## config.mk

```make
export PLATFORM = sky130hd
export DESIGN_NAME = frame_sequencer
export DESIGN_NICKNAME = d
export VERILOG_FILES = /design/src/rtl/frame_sequencer.sv
export SDC_FILE = /design/constraint.sdc
export NUM_CORES = 1
export LEC_CHECK = 0
export BUFFER_PORTS_ARGS = -buffer_cell sky130_fd_sc_hd__buf_2
export CORE_MARGIN = 4
export CORE_UTILIZATION = 40
export CTS_BUF_LIST = sky130_fd_sc_hd__clkbuf_4 sky130_fd_sc_hd__clkbuf_8
export DETAILED_ROUTE_END_ITERATION = 16
export GPL_TIMING_DRIVEN = 0
export HOLD_SLACK_MARGIN = 0.12
export PLACE_DENSITY = 0.61
export SYNTH_ARGS = -nofsm -noshare
export SYNTH_HDL_FRONTEND = slang
export SYNTH_SLANG_ARGS = --single-unit
```

## constraint.sdc

```tcl
create_clock -name clock_i -period 2.6 [get_ports clock_i]
set_input_delay 0 -clock clock_i [delete_from_list [all_inputs] [get_ports clock_i]]
set_output_delay 0 -clock clock_i [all_outputs]
set_load 0.1 [all_outputs]
```

## src/rtl/frame_sequencer.sv

```systemverilog
// Frame sequencer: frames pixels into an upscaling core, pads short frames, discards overlong ones,
// and tracks the number of frames in flight between the core input and the upscaled output.
module frame_sequencer #(
  parameter int Height      = 600,
  parameter int Width       = 800,
  parameter int Scale       = 2,
  parameter int MaxInFlight = 2
) (
  input  logic                               clock_i,
  input  logic                               reset_i,
  input  logic                               enable_i,
  input  logic                               source_valid_i,
  output logic                               source_ready_o,
  input  logic                               source_last_i,
  output logic                               core_valid_o,
  input  logic                               core_ready_i,
  output logic                               core_pad_o,
  input  logic                               core_out_valid_i,
  output logic                               core_out_ready_o,
  output logic                               sink_valid_o,
  input  logic                               sink_ready_i,
  output logic                               sink_last_o,
  output logic [$clog2(MaxInFlight+1)-1:0]   in_flight_o,
  output logic                               frame_error_o,
  output logic                               busy_o
);

  // state   | meaning
  // IDLE    | between frames; waits for enable_i and a free in-flight slot
  // STREAM  | pixels pass straight from source to core
  // PAD     | source ended early; zero pixels fill the rest of the frame
  // DISCARD | frame full but source kept going; drop until source_last_i

  localparam int IFW = $clog2(MaxInFlight + 1);
  localparam int CW  = (Width > 1) ? $clog2(Width) : 1;
  localparam int RW  = (Height > 1) ? $clog2(Height) : 1;
  localparam int OCW = (Width * Scale > 1) ? $clog2(Width * Scale) : 1;
  localparam int ORW = (Height * Scale > 1) ? $clog2(Height * Scale) : 1;

  localparam logic [IFW-1:0] IF_MAX    = IFW'(MaxInFlight);
  localparam logic [CW-1:0]  COL_LAST  = CW'(Width - 1);
  localparam logic [RW-1:0]  ROW_LAST  = RW'(Height - 1);
  localparam logic [OCW-1:0] OCOL_LAST = OCW'(Width * Scale - 1);
  localparam logic [ORW-1:0] OROW_LAST = ORW'(Height * Scale - 1);

  typedef enum logic [1:0] {IDLE, STREAM, PAD, DISCARD} state_t;

  state_t         state;
  logic [CW-1:0]  col;
  logic [RW-1:0]  row;
  logic [OCW-1:0] ocol;
  logic [ORW-1:0] orow;

  logic in_xfer, in_final, frame_in;
  logic out_xfer, out_final, frame_out;

  always_comb begin
    source_ready_o = 1'b0;
    core_valid_o   = 1'b0;
    core_pad_o     = 1'b0;
    if (!reset_i) begin
      case (state)
        STREAM: begin
          core_valid_o   = source_valid_i;
          source_ready_o = core_ready_i;
        end
        PAD: begin
          core_valid_o = 1'b1;
          core_pad_o   = 1'b1;
        end
        DISCARD: source_ready_o = 1'b1;
        default: ;
      endcase
    end
  end

  assign sink_valid_o     = core_out_valid_i;
  assign core_out_ready_o = sink_ready_i;

  assign in_xfer   = core_valid_o & core_ready_i;
  assign in_final  = (col == COL_LAST) && (row == ROW_LAST);
  assign frame_in  = in_xfer & in_final;
  assign out_xfer  = sink_valid_o & sink_ready_i;
  assign out_final = (ocol == OCOL_LAST) && (orow == OROW_LAST);
  // Guarding on a nonzero count keeps a stray output frame from wrapping the counter.
  assign frame_out = out_xfer & out_final & (in_flight_o != '0);

  assign sink_last_o = !reset_i && out_final;
  assign busy_o      = (state != IDLE) || (in_flight_o != '0);

  always_ff @(posedge clock_i) begin
    if (reset_i) begin
      state         <= IDLE;
      col           <= '0;
      row           <= '0;
      ocol          <= '0;
      orow          <= '0;
      in_flight_o   <= '0;
      frame_error_o <= 1'b0;
    end else begin
      if (frame_in && !frame_out)
        in_flight_o <= in_flight_o + 1'b1;
      else if (frame_out && !frame_in)
        in_flight_o <= in_flight_o - 1'b1;

      if (sink_valid_o && in_flight_o == '0)
        frame_error_o <= 1'b1;

      if (out_xfer) begin
        if (out_final) begin
          ocol <= '0;
          orow <= '0;
        end else if (ocol == OCOL_LAST) begin
          ocol <= '0;
          orow <= orow + 1'b1;
        end else begin
          ocol <= ocol + 1'b1;
        end
      end

      if (in_xfer) begin
        if (in_final) begin
          col <= '0;
          row <= '0;
        end else if (col == COL_LAST) begin
          col <= '0;
          row <= row + 1'b1;
        end else begin
          col <= col + 1'b1;
        end
      end

      case (state)
        IDLE:
          if (enable_i && in_flight_o < IF_MAX) state <= STREAM;
        STREAM:
          if (in_xfer) begin
            if (in_final) begin
              if (source_last_i) begin
                state <= IDLE;
              end else begin
                state         <= DISCARD;
                frame_error_o <= 1'b1;
              end
            end else if (source_last_i) begin
              state         <= PAD;
              frame_error_o <= 1'b1;
            end
          end
        PAD:
          if (frame_in) state <= IDLE;
        DISCARD:
          if (source_valid_i && source_last_i) state <= IDLE;
        default: state <= IDLE;
      endcase
    end
  end

endmodule

```

[Yosys cells after proc, flatten, opt, wreduce, memory -nomap -nowiden]
Index checks and enable logic that the tools add are counted.
Storage, ports and cells
  bits in registers: 47
  latch bits: 0
  bits in writable memories: 0
  memory bits (read-only): 0
  input port bits: 8
  output and inout bits: 10
  word-level logic and storage cells: 83
  memories: 0
Operators by class
  add/subtract/negate cells: 6
  multiply operators: 0
  divide/modulo/power cells: 0
  magnitude comparators: 1
  equal/unequal tests: 12
  shifts and indexed selects: 0
  mux-type cells: 30
  bitwise logic cells: 5
  reductions and logical operators: 22
Operators with widths (count)
  11-bit two-way mux: 4
  10-bit two-way mux: 4
  11-bit by 1-bit adder with 11-bit output, second input constant: 2
  11-bit == test, second input constant: 2
  10-bit by 1-bit adder with 10-bit output, second input constant: 2
  10-bit == test, second input constant: 2
  2-bit two-way mux: 9
  1-bit two-way mux: 10
  2-bit nonzero test: 5
  1-bit logical AND: 8
  2-bit inequality test, second input constant: 4
  2-bit case mux with 4 select lines: 1
  1-bit AND: 5
  5-bit AND reduction: 1
  2-bit == test, second input constant: 2
  2-bit zero test: 2
  1-bit case mux with 2 select lines: 2
  2-bit AND reduction: 2
  1-bit zero test: 3
  3-bit inequality test, second input constant: 1
  2-bit by 1-bit adder with 2-bit output, second input constant: 1
  2-bit by 1-bit == test with 1-bit output, second input constant: 1
  2-bit < comparator, second input constant: 1
  2-bit by 1-bit subtractor with 2-bit output, second input constant: 1
  1-bit logical OR: 1

[Logic depth before layout (Yosys ltp)]
  depth in word-level cells: 9
  depth in mapped cells: 9
  depth with buffers taken out: 9

[Worst setup path after synthesis]
No wires, ideal clock.
  kind: reg-to-output
  from: reg state[1]
  to: out core_valid_o
  arrival: 2.940 ns
  setup slack: -0.340 ns
  stages on the path, launching flop included: 5
  path buffers: 0
  cells stage by stage: dfxtp_1 -> inv_1 -> ha_1 -> a21oi_2 -> nor3b_1
On the way
  cells in the longest elaborated chain, start to end: 3
  elaborated cells on any way between the ends: 4
Ends and longest elaborated chain
  start, declared: RTL line 48  | state_t state;
  start signal, assigned: RTL line 93  | state <= IDLE;
  start signal, assigned: RTL line 135  | if (enable_i && in_flight_o < IF_MAX) state <= STREAM;
  start signal, assigned: RTL line 140  | state <= IDLE;
  2-bit == test / 2-bit by 1-bit == test with 1-bit output (equally long branches): RTL line 62  | case (state)
  1-bit case mux with 2 select lines *: RTL line 62
  1-bit two-way mux *: RTL line 61  | if (!reset_i) begin
  end, declared: RTL line 15  | output logic core_valid_o,
Mark *: on every way between the ends. The rest lies on a longest branch, timed or not.

[Worst setup path after layout]
  from: reg state[1]
  to: reg in_flight_o[1]
On the way
  cells in the longest elaborated chain, start to end: 8
  elaborated cells on any way between the ends: 11
Ends and longest elaborated chain
  2-bit == test / 2-bit by 1-bit == test with 1-bit output (equally long branches): RTL line 62
  1-bit case mux with 2 select lines *: RTL line 62
  1-bit two-way mux *: RTL line 61
  1-bit AND *: RTL line 80  | assign in_xfer = core_valid_o & core_ready_i;
  1-bit AND *: RTL line 82  | assign frame_in = in_xfer & in_final;
  1-bit zero test: RTL line 103  | else if (frame_out && !frame_in)
  1-bit logical AND: RTL line 103
  2-bit nonzero test (no line)
  end signal, assigned: RTL line 102  | in_flight_o <= in_flight_o + 1'b1;
  end signal, assigned: RTL line 104  | in_flight_o <= in_flight_o - 1'b1;
  end, declared: RTL line 23  | output logic [$clog2(MaxInFlight+1)-1:0] in_flight_o,
Marks and branches as above.
A chain may end at the register's enable or synchronous reset.

==> flow_summary.yaml <==
placed_design:
  io_buffers: 17
  dp_hpwl_um: 3560
  globalplace.congestion: 0.815
  pre_cts_slack_ps: 144
  dp_cells: 379
detailed_routing:
  post-route-drc-count: 0
  drt_wl_total_um: 4940
  firstDrtPassIters: 4
  vias: 2009
  drtIter0Drc: 70
  wire_per_inst_um: 12.6
  postRouteAntennaNets: 0
  viasPerCell: 5.13
power_and_ir_drop:
  ir_drop_v: 0.000503
  pwr-share-seq_pct: 46.7
  netSwitchingFraction_pct: 34.2
  power.internal_mw: 1.05
  power_density_nw_per_um2: 581
  p_comb_share_pct: 23.6
  power_frac_clock_pct: 29.7
  p_leak_nw: 1.05
  p_total_mw: 1.60
  switching_power_mw: 0.547
clock_network:
  insertion_delay_ps: 300
  cts.sinks: 47
  cts-htree-levels: 2
  cts-root-buf: "clkbuf_8"
  path_clk_slew_ps: 90
  clock_path_buffers: 2
  cts_buffers: 5
  cts_resized: 0
  cts_tree: "built"
die:
  core_um2: 5890
  start_util_pct: 41.2
  io_pins: 18
  die_h_um: 85.8
  die_area_um2: 7370
  die_w_um: 85.8
  rows: 28
hold_path:
  whs_endpoint: "col[1]"
  hold_depth: 4
  min_from: "source_valid_i"
  hold_path_class: "in -> reg"
grt:
  antenna_found_initial: 0
  grt_max_degree: 16
  grt_pass1_vias: 2006
  overflow: 0
  grt_pass1_wl_um: 8960
  track_usage_pct: 14.8
timing:
  setup-violations-final: 0
  worst_pin_slew_ps: 520
  timing.fmax_mhz: 433
  setup-tns-final_ps: 0
  final.setup.worst_slack_ps: 288
  whs_ps: 156
  hold_viol: 0
  clock_skew_ps: 10.5
  slew_viol_final: 0
  period_minus_slack_ps: 2310
  relSlewSlack_pct: 65.1
  period_share_pct: 88.9
  rsz0062_at_grt: "false"
finish:
  layout_common_cells: "50 x nor2_1, 47 x dfxtp_1, 31 x xor2_1, 22 x buf_2, 20 x nand2_1"
  drive_gt1_share_pct: 13.2
  layout.nets: 333
  stdcell_count: 392
  syn2layout_area_growth_pct: 13.6
  layout_commonest_cell: "nor2_1"
  n_antenna_cell: 0
worst_setup_path:
  reg2reg_depth: 8
  r2r-start: "state[1]"
  crit_required_ps: 2840
  cp_data_arrival_time_ps: 2550
  startpoint_type: "flop"
  regToRegEndpoint: "in_flight_o[1]"
  crit_fanout: 7
  end_kind: "flop"
  r2r_slack_ps: 290
  worstSetupPathType: "reg -> reg"
status:
  status: "finished, final reports clean"
synthesis:
  synth_cell_types: 42
  synth_area_per_cell_um2: 8.44
  yosysWarningCount: 0
  syn_nets: 304
  synth_flop_cell: "dfxtp_1"
  ys_async_sr_fraction_pct: 0
  synthCells: 287
  syn_area_um2: 2420
  ys_ff_latch: 47
  seq_area_frac_synth_pct: 38.8
  synth-edff-count: 0
job:
  max_cap_viol_count: 0
-- area by class of cell --
class                      instances  area (um^2)
fill                             596         3130
timing repair buffer              22          133
buffer                            11         62.6
tap                               75         93.8
clock buffer                       6         82.6
sequential                        47          941
inverter                           7         26.3
clock inverter                     2         16.3
multi-input combinational        222         1400
-- worst max-delay path: stages, from the launching register on --
cell      delay, ps
dfxtp_1         380
inv_1            90
ha_1            280
a21oi_2         270
and4bb_1        240
and2_1          180
ha_1            330
or3_1           350
a21oi_1         130
-- power by group through the flow --
stage | registers (mW) | clock network, mW | logic, mW
global route | 0.751 | 0.512 | 0.419
floorplan | 0.771 | 0 | 0.296
finish | 0.748 | 0.475 | 0.378
CTS | 0.748 | 0.488 | 0.381
detailed placement | 0.765 | 0 | 0.375
global placement | 0.765 | 0 | 0.374
-- how the worst max path moves through the flow --
| stage | from | end | slack [ps] |
|---|---|---|---|
| 2_1_floorplan | orow[6] | sink_last_o | 130 |
| 3_3_place_gp | ocol[0] | in_flight_o[1] | 130 |
| 3_5_place_dp | ocol[0] | in_flight_o[1] | 140 |
| 4_1_cts | ocol[0] | in_flight_o[1] | 120 |
| 5_1_grt | state[1] | in_flight_o[1] | 130 |
| 6_report | state[1] | in_flight_o[1] | 290 |
-- cells by family (layout without fill, tap and decap cells) --
family                     count (synthesis)  in the layout  share of synthesized area [%]
and+or+nand+nor                          152            152                           33.6
xor gates and xnor gates                  38             38                           13.7
buffers and inverters                     18             48                           3.67
DFF                                       47             47                           38.8
adders and majority gates                  9              9                           4.65
AOI/OAI and AO/OA                         23             23                           5.52
-- flip-flops by register name (all words and copies together), names as in the netlist --
name	cells
col	10
in_flight_o	2
frame_error_o	1
row	10
ocol	11
orow	11
state	2
-- per-layer routing --
layer,wire length [um],global-route usage [%],vias up
met4,68,4.75,0
met2,2170,24.0,23
met5,0,0,-
met3,178,3.17,7
met1,2520,19.5,934
li1,-,-,1045
-- synth_stat cells, drive strengths merged (4+ instances only) --
| cell | n | area share (%) |
|---|---|---|
| nand3 | 20 | 4.3 |
| nor2 | 50 | 7.7 |
| nand2b | 4 | 1.0 |
| and2 | 4 | 1.0 |
| xnor2 | 7 | 2.5 |
| and3 | 6 | 1.5 |
| nor3 | 7 | 1.4 |
| nand2 | 20 | 3.1 |
| ha | 9 | 4.6 |
| buf | 8 | 2.1 |
| nand4 | 17 | 4.4 |
| nor4 | 4 | 1.9 |
| a21oi | 11 | 2.4 |
| xor2 | 31 | 11 |
| o21ai | 6 | 1.2 |
| dfxtp | 47 | 39 |
| inv | 7 | 1.1 |
-- repair_timing --
action | 4_1_cts | 5_1_grt
buffers inserted | 0 | 1
endpoints found under the setup margin | 0 | 1
hold buffers | 4 | 0
hold endpoints to repair | 5 | 0
-- through the flow --
stage	util [%]	instance area [um^2]
detailed placement	44.3	2610
global placement	44.3	2610
finish	46.8	2750
global route	46.8	2750
floorplan	-	2430
CTS	46.7	2750
Power figures use the tool's default switching activity.
